**config.mk**
```make
export PLATFORM = sky130hd
export DESIGN_NAME = flash_timer_arbiter
export DESIGN_NICKNAME = d
export VERILOG_FILES = /design/src/rtl/flash_timer_arbiter.sv
export SDC_FILE = /design/constraint.sdc
export NUM_CORES = 1
export LEC_CHECK = 0
export CORE_UTILIZATION = 55
export DETAILED_ROUTE_END_ITERATION = 6
export MAX_ROUTING_LAYER = met4
export PLACE_DENSITY = 0.85
export SYNTH_ARGS = -nofsm -noshare
export SYNTH_HDL_FRONTEND = slang
export SYNTH_SLANG_ARGS = --single-unit
```
**constraint.sdc**
```tcl
create_clock -name CLK_50MHZ -period 2.1 [get_ports CLK_50MHZ]
set_input_delay 0.21 -clock CLK_50MHZ [delete_from_list [all_inputs] [get_ports CLK_50MHZ]]
set_output_delay 0.21 -clock CLK_50MHZ [all_outputs]
set_load 0.01 [all_outputs]
```
**src/rtl/flash_timer_arbiter.sv**
```systemverilog
// Round-robin arbiter sharing one FlashTimer among N_REQ requesters, with a
// per-run watchdog that forces completion when the timer never answers.
module flash_timer_arbiter #(
    parameter int N_REQ       = 4,
    parameter int WDOG_CYCLES = 1000000,
    parameter int WDOG_W      = 20
) (
    input  logic             CLK_50MHZ,
    input  logic             RST,
    input  logic [N_REQ-1:0] req,
    output logic [N_REQ-1:0] grant,
    output logic [N_REQ-1:0] done,
    output logic             timeout,
    output logic             busy,
    output logic             tmr_start,
    input  logic             tmr_done
);

    localparam int                PTR_W     = (N_REQ > 1) ? $clog2(N_REQ) : 1;
    localparam logic [WDOG_W-1:0] WDOG_LAST = WDOG_W'(WDOG_CYCLES - 1);
    localparam logic [WDOG_W-1:0] WDOG_MAX  = '1;

    typedef enum logic [1:0] {
        IDLE    = 2'd0,
        LAUNCH  = 2'd1,
        WAIT    = 2'd2,
        RELEASE = 2'd3
    } state_t;

    state_t            state;
    logic [PTR_W-1:0]  ptr;
    logic [PTR_W-1:0]  owner;
    logic [WDOG_W-1:0] wdog;

    logic              any_req;
    logic [PTR_W-1:0]  next_owner;
    logic [PTR_W:0]    cand;
    logic [N_REQ-1:0]  one_hot;

    function automatic logic [WDOG_W-1:0] sat_inc(input logic [WDOG_W-1:0] v);
        return (v == WDOG_MAX) ? v : v + 1'b1;
    endfunction

    // Scan from the farthest candidate to the nearest so the closest requester
    // after ptr (wrapping) is the one left in next_owner.
    always_comb begin
        any_req    = 1'b0;
        next_owner = ptr;
        cand       = '0;
        for (int i = N_REQ; i >= 1; i--) begin
            cand = {1'b0, ptr} + (PTR_W+1)'(i);
            if (cand >= (PTR_W+1)'(N_REQ)) begin
                cand = cand - (PTR_W+1)'(N_REQ);
            end
            if (req[cand[PTR_W-1:0]]) begin
                any_req    = 1'b1;
                next_owner = cand[PTR_W-1:0];
            end
        end
    end

    always_comb begin
        one_hot             = '0;
        one_hot[next_owner] = 1'b1;
    end

    // wdog counts cycles since tmr_start rose: 0 during LAUNCH, then +1 per cycle.
    always_ff @(posedge CLK_50MHZ or negedge RST) begin
        if (!RST) begin
            state     <= IDLE;
            grant     <= '0;
            done      <= '0;
            timeout   <= 1'b0;
            busy      <= 1'b0;
            tmr_start <= 1'b0;
            wdog      <= '0;
            ptr       <= PTR_W'(N_REQ - 1);
            owner     <= '0;
        end else begin
            tmr_start <= 1'b0;
            done      <= '0;
            timeout   <= 1'b0;
            case (state)
                IDLE: begin
                    if (any_req) begin
                        state     <= LAUNCH;
                        owner     <= next_owner;
                        grant     <= one_hot;
                        busy      <= 1'b1;
                        tmr_start <= 1'b1;
                        wdog      <= '0;
                    end
                end
                LAUNCH: begin
                    state <= WAIT;
                    wdog  <= sat_inc(wdog);
                end
                WAIT: begin
                    if (tmr_done) begin
                        done  <= grant;
                        state <= RELEASE;
                    end else if (wdog == WDOG_LAST) begin
                        done    <= grant;
                        timeout <= 1'b1;
                        state   <= RELEASE;
                    end else begin
                        wdog <= sat_inc(wdog);
                    end
                end
                RELEASE: begin
                    grant <= '0;
                    ptr   <= owner;
                    busy  <= 1'b0;
                    state <= IDLE;
                end
                default: begin
                    state <= IDLE;
                    grant <= '0;
                    busy  <= 1'b0;
                end
            endcase
        end
    end

endmodule

```
**Word-level counts from Yosys, hierarchy flattened**

Index checks and enable logic that the tools add are counted.

- Bits in registers: 37
- Input port bits: 7
- Output and inout bits: 11
- Logic and storage cells: 88

- Add/sub/neg operators: 9
- Order comparisons: 10
- Eq/ne operators: 9
- Muxes and demuxes: 43
- Reductions and logical operators: 8

Operators by type and width:

| cell | count |
|---|---|
| $mux W20 | 4 |
| $pmux W20 S3 | 1 |
| $eq A20 B20 Y1 const B | 2 |
| $mux W2 | 11 |
| $add A20 B1 Y20 const B | 1 |
| $mux W4 | 4 |
| $lt A2 B3 Y1 const B | 5 |
| $mux W1 | 15 |
| $ge A3 B3 Y1 const B | 4 |
| $bmux W1 S2 | 4 |
| $pmux W2 S4 | 1 |
| $pmux W4 S2 | 1 |
| $sub A2 B1 Y2 const B | 4 |
| $add A2 B2 Y3 const B | 2 |
| $ne A2 B2 Y1 const B | 3 |
| $reduce_and A2 Y1 | 3 |
| $eq A2 B2 Y1 const B | 2 |
| $reduce_and A4 Y1 | 1 |
| $add A2 B1 Y3 const B | 1 |
| $add A2 B3 Y3 const B | 1 |
| $ne A3 B3 Y1 const B | 1 |
| $reduce_bool A3 Y1 | 1 |
| $demux W1 S2 | 1 |
| $eq A2 B1 Y1 const B | 1 |
| other kinds (5) | 5 |

**Logic depth before layout (Yosys ltp)**

Gate-level depths: netlist (run 1).

- Depth in word-level cells: 15
- Gate-level depth with buffers: 8
- Depth with buffers taken out: 7

**Worst setup path before layout (run 1)**

No wires, ideal clock.

- Path type: reg2reg
- Start point: register wdog[0]
- End point: register state[1]
- Setup time: 81 ps
- Data arrival time: 1874 ps
- Required time: 2019 ps
- Setup slack: 144 ps
- Stages on the path, launching flop included: 8
- Buffers on the path: 1
- Period minus slack after synthesis: 1956 ps
- Cell sequence: dfrtp_1 -> ha_1 -> nand3_2 -> or2_1 -> buf_2 -> or3_1 -> a32oi_2 -> mux2i_1

- Cells in the longest elaborated chain, start to end: 3

RTL lines:

| item | line | source |
|---|---|---|
| start, declared | 33 | `logic [WDOG_W-1:0] wdog;` |
| start signal, assigned | 96 | `wdog <= sat_inc(wdog);` |
| start signal, assigned | 107 | `wdog <= sat_inc(wdog);` |
| $eq A20 B20 Y1 | 102 | `end else if (wdog == WDOG_LAST) begin` |
| $ne A3 B3 Y1 (no source line) | -- |  |
| $reduce_and A2 Y1 (no source line) | -- |  |
| end signal, assigned | 101 | `state <= RELEASE;` |
| end signal, assigned | 105 | `state <= RELEASE;` |
| end signal, assigned | 114 | `state <= IDLE;` |
| end, declared | 30 | `state_t state;` |

No other way between the ends.
A chain may end at the register's enable or synchronous reset.

**Worst setup path in the final report (run 1)**

- Start point: register wdog[1]
- End point: register state[1]

The elaborated chain is that of the path after synthesis.

==> metrics, run 1 <==
Mean Syn Cell Area 9.896 µm²; Fin Setup TNS 0 ns; Multi-input gate area 0.001081 mm²; Final period util 94.82%; placer congestion estimate 0.8927; clk sinks 37; kind of critical path reg2reg; DRC Markers 0; Fin Clk Skew 0.006964 ns; WHS 0.3281 ns; pwr/cell area 1223 mW/mm²; Tot Pwr 3101 µW; grt total ovfl 0; DR iter-0 viols 197; initial antenna violation count 0; mapped cell area 0.002078 mm²; Min-Delay Path Class in2async; placed cell area 0.002406 mm²; syn nets 222; drt pass-1 iters 5; row cnt 21; Fillers 255; vias 1842; Worst setup EP type register; CP endpoint state[1]; Cell Chain, Critical Path ha_2 -> nand3_4 -> or2_1 -> or3_1 -> a32oi_2 -> mux2i_1; Root Driver clkbuf_8; final hold vios 0; Max-cap violations 0; CTS Buf Count 5; IO buf count 17; initial core utilization 59.92%; per-cell routed wire length 15.96 µm; Setup Viol. Count Final 0; leakage 0.001094 µW; synth unique cells 53; number of flops mapped to enable cells by yosys 0; routed wire length 4660 µm; Worst-path clk slew 0.08 ns; Clock Latency Late Sink 0.30 ns; post-route minimum period 1.991 ns; H-tree depth 2; die area 0.004028 mm²; Peak Freq 0.5022 GHz; Yosys top cell by area dfrtp_1; chip height 63.47 µm; measured slew at the worst slew-check pin 0.5914 ns; antenna cells 0; nets@finish 257; Ys Warns 0; Via density 6.308; vias in the first global route 1646; Critical Path AT 2.21 ns; CP Data Required Time 2.32 ns; largest net degree at the start of global routing 19; Seq. cell area 928.4 µm²; HPWL Detailed 3341 µm; peak supply drop 0.0009583 V; Syn Inst Count 210; Slowest-stage cell, CP dfrtp_1; Die Width 63.47 µm; final instance area 0.002536 mm²; area growth from synthesis to final layout 22.03%; DP Worst Slack -0.04028 ns; share of the synthesized area in the top cell type 42.14%; GRT Resource Usage Total 26.05%; setup slack, reg-to-reg 0.11 ns; ys flop type dfrtp_1; sequential element share of the synthesized area 44.67%; status complete, no violations; Synth Register Bits 37; worst setup path startpoint wdog[1]; crit path max fanout 5; FF-to-FF path depth 6; Final Max Tran Viols 0; CP peak stage delay 0.41 ns; post-route ant nets 0; Rel. slew slack 60.24%; core area 0.003468 mm²; Synth area leaders dfrtp_1 42%, o31ai_1 9.4%, nand2_1 4.0%; R2R Path Start wdog[1]; IO Count 18; Max clock buf depth 2; first-pass GRT wire length 7838 µm; asr flop ratio synth 100.0%; worst setup margin 0.1088 ns; layout cell share with drive strength beyond 1 18.29%; CTS tree yes; CP Launch Type register; FF-to-FF End state[1]; RSZ-0062 raised after global routing true
critical path: cells and delay by family, from the launching register on:
kind	cells	cell delay (ns)
AOI/OAI and AO/OA	1	0.27
muxes	1	0.21
and+or+nand+nor	3	0.78
DFF	1	0.41
adders and majority gates	1	0.24
cells in the mapped netlist (2+ instances only):
master / count
nor4_1: 4
or4_1: 3
dfrtp_1: 35
nor3_1: 6
o21a_1: 3
a21o_1: 2
a22o_1: 3
o21ai_0: 9
a41oi_1: 2
o41ai_1: 6
nand3_2: 2
o31ai_1: 26
clkbuf_1: 5
or3_1: 2
buf_2: 4
ha_1: 5
and2_1: 8
nand2_1: 22
nand2b_1: 2
a21oi_1: 5
nor2_1: 8
mux2i_1: 2
inv_1: 8
o31a_1: 2
dfstp_2: 2
a211o_1: 2
nand3_1: 3
o21ai_1: 2
nand4_1: 2
and4_1: 2
sequential cells by signal (all words and copies together), names as in the netlist:
name       count
wdog          20
done           4
grant          4
owner          2
ptr            2
state          2
busy           1
timeout        1
tmr_start      1
stage by stage:
stage | util [%] | std cells
finish | 73.12 | 292
global route | 73.12 | 292
CTS | 72.26 | 291
detailed placement | 69.37 | 282
global placement | 69.37 | 282
floorplan | - | 210
area by class of cell:
class                      count  area share (%)
multi-input combinational    153           42.62
inverter                       9           1.332
clock inverter                 3          0.8387
sequential                    37           36.61
timing repair buffer          39           13.62
clock buffer                   5           2.713
tap                           46           2.269
how the worst min path moves through the flow:
stage | from | endpoint | slack [ns]
global placement | RST | done[2] | 0.12
floorplan | RST | busy | -0.09
CTS | RST | done[2] | 0.34
global route | RST | done[2] | 0.35
detailed placement | RST | done[2] | 0.12
finish | RST | tmr_start | 0.33
cells in the final DEF, fill, tap and decap left out, drive strengths merged, types with 3 or more instances in the layout:
master         instances
a21oi                  5
a22o                   3
and2                   8
and4                   3
buf                   22
clkbuf                 5
clkdlybuf4s50         16
dfrtp                 35
ha                     5
inv                    9
nand2                 22
nand3                  5
nand4                  3
nor2                   8
nor3                   6
nor4                   5
o21a                   3
o21ai                 11
o31ai                 26
o41ai                  6
or3                    3
or4                    3
metal layers:
| layer | wire, µm | global-route usage [%] | vias up |
|---|---|---|---|
| li1 | - | - | 871 |
| met1 | 2073 | 33.45 | 893 |
| met2 | 2237 | 39.63 | 68 |
| met3 | 279 | 7.246 | 10 |
| met4 | 70 | 8.523 | 0 |
| met5 | 0 | - | - |
repair_timing:
item / in CTS / in global routing
gates resized for setup: 0 / 4
endpoints found under the setup margin: 0 / 5
hold buffers: 1 / 0
hold endpoints to repair: 12 / 0
buffers inserted: 0 / 1
report_power, final:
part / internal (µW) / switching, µW
Sequential: 862 / 111
Clock: 235 / 274
Combinational: 715 / 904
logic make-up after synthesis:
logic type,Yosys count,synth area share (%)
DFF,37,44.67
and+or+nand+nor,73,20.47
AOI/OAI and AO/OA,72,25.95
adders and majority gates,5,3.010
muxes,3,1.505
buffers and inverters,20,4.395
Power figures use the tool's default switching activity.
==> run 2: changes to the inputs <==
--- a/config.mk
+++ b/config.mk
@@ -5,7 +5,8 @@
 export SDC_FILE = /design/constraint.sdc
 export NUM_CORES = 1
 export LEC_CHECK = 0
-export CORE_UTILIZATION = 55
+export CAP_MARGIN = 20
+export CORE_UTILIZATION = 52
 export DETAILED_ROUTE_END_ITERATION = 6
 export MAX_ROUTING_LAYER = met4
 export PLACE_DENSITY = 0.85
==> constraint.sdc (replaced) <==
create_clock -name CLK_50MHZ -period 1.7 [get_ports CLK_50MHZ]
set_input_delay 0.17 -clock CLK_50MHZ [delete_from_list [all_inputs] [get_ports CLK_50MHZ]]
set_output_delay 0.17 -clock CLK_50MHZ [all_outputs]
set_load 0.01 [all_outputs]
==> run 2 against run 1 <==
Compared with the run above:
- the run now fails in 5_1_grt
- synthesized cell count did not move
- area after synthesis unchanged
==> metrics, run 2 <==
asr flop ratio synth 100.0% (unchanged); ys flop type dfrtp_1; failing step 5_1_grt; worst ep type register data pin; Mean Syn Cell Area 9.896 µm² (unchanged); syn nets 222 (unchanged); mapped cell area 0.002078 mm² (unchanged); count leader, synth dfrtp_1; CTS Buf Count 5 (unchanged); Syn Inst Count 210 (unchanged); row cnt 22 (+4.8%); Synth area leaders dfrtp_1 42%, o31ai_1 9.4%, nand2_1 4.0%; Max clock buf depth 2 (unchanged); Err [ERROR GRT-0232] Routing congestion too high. Check the congestion heatmap in the GUI.; share of the synthesized area in the top cell type 42.14% (unchanged); grt total ovfl 162; Die Width 65.22 µm (+2.8%); IO buf count 17 (unchanged); Synth Register Bits 37 (unchanged); clk sinks 37 (unchanged); top post-synthesis cells by count 35 x dfrtp_1, 26 x o31ai_1, 22 x nand2_1; Yosys top cell by area dfrtp_1; HPWL Detailed 4170 µm (+25%); synth unique cells 53 (unchanged); largest net degree at the start of global routing 38; chip height 65.22 µm (+2.8%); grt repair worst endpoint wdog[11]$_DFFE_PN0P_/D; H-tree depth 2 (unchanged); GRT Resource Usage Total 82.26%; IO Count 18 (unchanged); placer congestion estimate 0.9195 (+3.0%); initial core utilization 55.51% (-4.4 points); Root Driver clkbuf_8; placed cells 337 (+20%); Ys Warns 0 (unchanged); status did not finish; number of flops mapped to enable cells by yosys 0 (unchanged); sequential element share of the synthesized area 44.67% (unchanged)
==> run 2: cell counts after synthesis <==
Identical to the previous run, type by type.
==> run 2: cells by family after synthesis <==
logic type	Yosys count	share of synthesized area (%)
flip-flops	37	44.67
adder cells (fa/ha/maj)	5	3.010
buffers and inverters	20	4.395
AO/OA/AOI/OAI	72	25.95
AND/OR/NAND/NOR	73	20.47
multiplexers	3	1.505
==> run 2: repair_timing <==
| item | 4_1_cts |
|---|---|
| gates resized for setup | 53 |
| pin swaps | 15 |
| hold buffers | 1 |
| setup buffers | 22 |
| endpoints found under the setup margin | 26 |
| endpoints found under the hold margin | 35 |
| gates cloned | 2 |
==> run 2: layer usage <==
layer / overflow / global-route usage [%]
met5: - / -
met4: 54 / 98.37
met3: 1 / 43.58
met2: 107 / 106.7
met1: 0 / 79.35
==> run 2: through the flow <==
step	setup slack (ns)	hold WS (ns)	instance area (µm²)	TNS (ns)	util, %
2_1_floorplan	-0.1412	-0.1256	2138	-2.243	-
3_3_place_gp	-0.2265	0.2375	2864	-3.910	76.50
3_5_place_dp	-0.2946	0.2393	2864	-5.022	76.50
4_1_cts	-0.1709	0.4529	3435	-2.382	91.74
==> run 3: changes to the inputs <==
--- a/config.mk
+++ b/config.mk
@@ -6,10 +6,9 @@
 export NUM_CORES = 1
 export LEC_CHECK = 0
 export CAP_MARGIN = 20
-export CORE_UTILIZATION = 52
+export CORE_UTILIZATION = 40
 export DETAILED_ROUTE_END_ITERATION = 6
-export MAX_ROUTING_LAYER = met4
-export PLACE_DENSITY = 0.85
+export PLACE_DENSITY_LB_ADDON = 0.15
 export SYNTH_ARGS = -nofsm -noshare
 export SYNTH_HDL_FRONTEND = slang
 export SYNTH_SLANG_ARGS = --single-unit
==> constraint.sdc (replaced) <==
create_clock -name CLK_50MHZ -period 2.2 [get_ports CLK_50MHZ]
set_input_delay 0.22 -clock CLK_50MHZ [delete_from_list [all_inputs] [get_ports CLK_50MHZ]]
set_output_delay 0.22 -clock CLK_50MHZ [all_outputs]
set_load 0.01 [all_outputs]
==> run 3 against run 2 <==
Compared with the run above:
- the flow now finishes without violations
==> metrics, run 3 (synthesis gave the netlist of run 1 again) <==
kind of critical path reg2reg; Max-cap violations 0; DR iter-0 viols 147; per-cell routed wire length 15.35 µm; Critical Path AT 2.25 ns; measured slew at the worst slew-check pin 0.8131 ns; grt total ovfl 0; GRT Resource Usage Total 19.83%; nets@finish 254; vias in the first global route 1692; layout cell share with drive strength beyond 1 16.46%; Peak Freq 0.4889 GHz; Top Registers wdog: 20 flops, done: 4 flops, grant: 4 flops; Fin Clk Skew 0.009762 ns; post-route ant nets 0; crit path max fanout 7; initial core utilization 42.86% (-13 points); area growth from synthesis to final layout 21.43%; leakage 0.001091 µW; CP Launch Type register; Root Driver clkbuf_8; WHS 0.01372 ns; Seq. cell area 928.4 µm²; commonest cells after routing, fill and taps aside 35 x dfrtp_1, 26 x o31ai_1, 22 x nand2_1; peak supply drop 0.0007503 V; DRC Markers 0; IO buf count 17 (unchanged); core area 0.004848 mm²; Fin Setup TNS 0 ns; Layout Utilization 52.05%; chip height 74.08 µm (+14%); Worst-path clk slew 0.07 ns; vias 1751; CTS tree yes; first-pass GRT wire length 8224 µm; Max clock buf depth 2 (unchanged); routed wire length 4759 µm; IO Count 18 (unchanged); clk sinks 37 (unchanged); Reg with most FFs wdog; commonest non-fill, non-tap cell in the layout dfrtp_1; placed cells 301 (-11%); grt met3 use 4.878%; pwr/cell area 1181 mW/mm²; status complete, no violations; post-route minimum period 2.045 ns; Largest register FFs 20; Fillers 463; met1 usage 26.04%; Multi-input gate area 0.001064 mm²; final hold vios 0; antenna cells 0; die area 0.005488 mm²; grt peak-use layer met2; row cnt 25 (+14%); placer congestion estimate 0.7646 (-17%); Min-Delay Path Class in2async; Worst setup EP type register; Tot Pwr 2981 µW; Rel. slew slack 45.80%; Final Max Tran Viols 0; CP Data Required Time 2.41 ns; Via density 5.648; Setup Viol. Count Final 0; Final period util 92.98%; RSZ-0062 raised after global routing false; H-tree depth 2 (unchanged); Die Width 74.08 µm (+14%); Clock Latency Late Sink 0.29 ns; CTS Buf Count 5 (unchanged); drt pass-1 iters 4; GR Layer Usage met2 30.81%; largest net degree at the start of global routing 38; HPWL Detailed 3268 µm (-22%); initial antenna violation count 0; Layout Cells excl Fill 310
## run 3: stage by stage
step	setup WS, ns	area, µm²
detailed placement	0.1293	2430
global placement	0.1590	2430
global route	0.03199	2524
finish	0.1545	2524
floorplan	0.2445	2078
CTS	0.07882	2511
## run 3: what timing repair did
item,in CTS,in global routing
resized for setup,0,2
hold buffers,0,0
hold endpoints to repair,0,0
endpoints found under the setup margin,0,2
buffers inserted,0,1
## run 3: layout make-up
| cell class | instances | area share, % |
|---|---|---|
| Clock buffer | 7 | 3.024 |
| Clock inverter | 1 | 0.1983 |
| Inverter | 9 | 1.339 |
| Multi-Input combinational cell | 153 | 42.14 |
| Sequential cell | 37 | 36.79 |
| Tap cell | 67 | 3.322 |
| Timing Repair Buffer | 36 | 13.19 |
## run 3: report_power, final
part / internal, µW / total, µW / switching, µW
Sequential: 823 / 930 / 107
Combinational: 731 / 1590 / 861
Clock: 222 / 458 / 236
## run 3: per-layer routing
metal,share of wire [%],vias up
met1,49,842
met2,44,27
li1,-,871
met4,2.6,0
met5,0,-
met3,3.6,11
## run 3: worst paths after layout
kind	startpoint	endpoint	slack (ns)	depth (start not counted)
worst min register to register	owner[0]	owner[0]	0.48	2
max in group asynchronous	RST	wdog[12]	1.66	1
worst max register to register	wdog[0]	state[1]	0.15	6
worst max-delay path	wdog[0]	state[1]	0.15	6
worst min-delay path	RST	wdog[3]	0.01	1
min in group CLK_50MHZ	owner[0]	owner[0]	0.48	2
## run 3: critical path: stages (launching register included)
cell,delay (ns)
dfrtp_1,0.39
ha_1,0.22
nand3_2,0.16
or2_4,0.32
or3_1,0.39
a32oi_2,0.26
mux2i_1,0.21
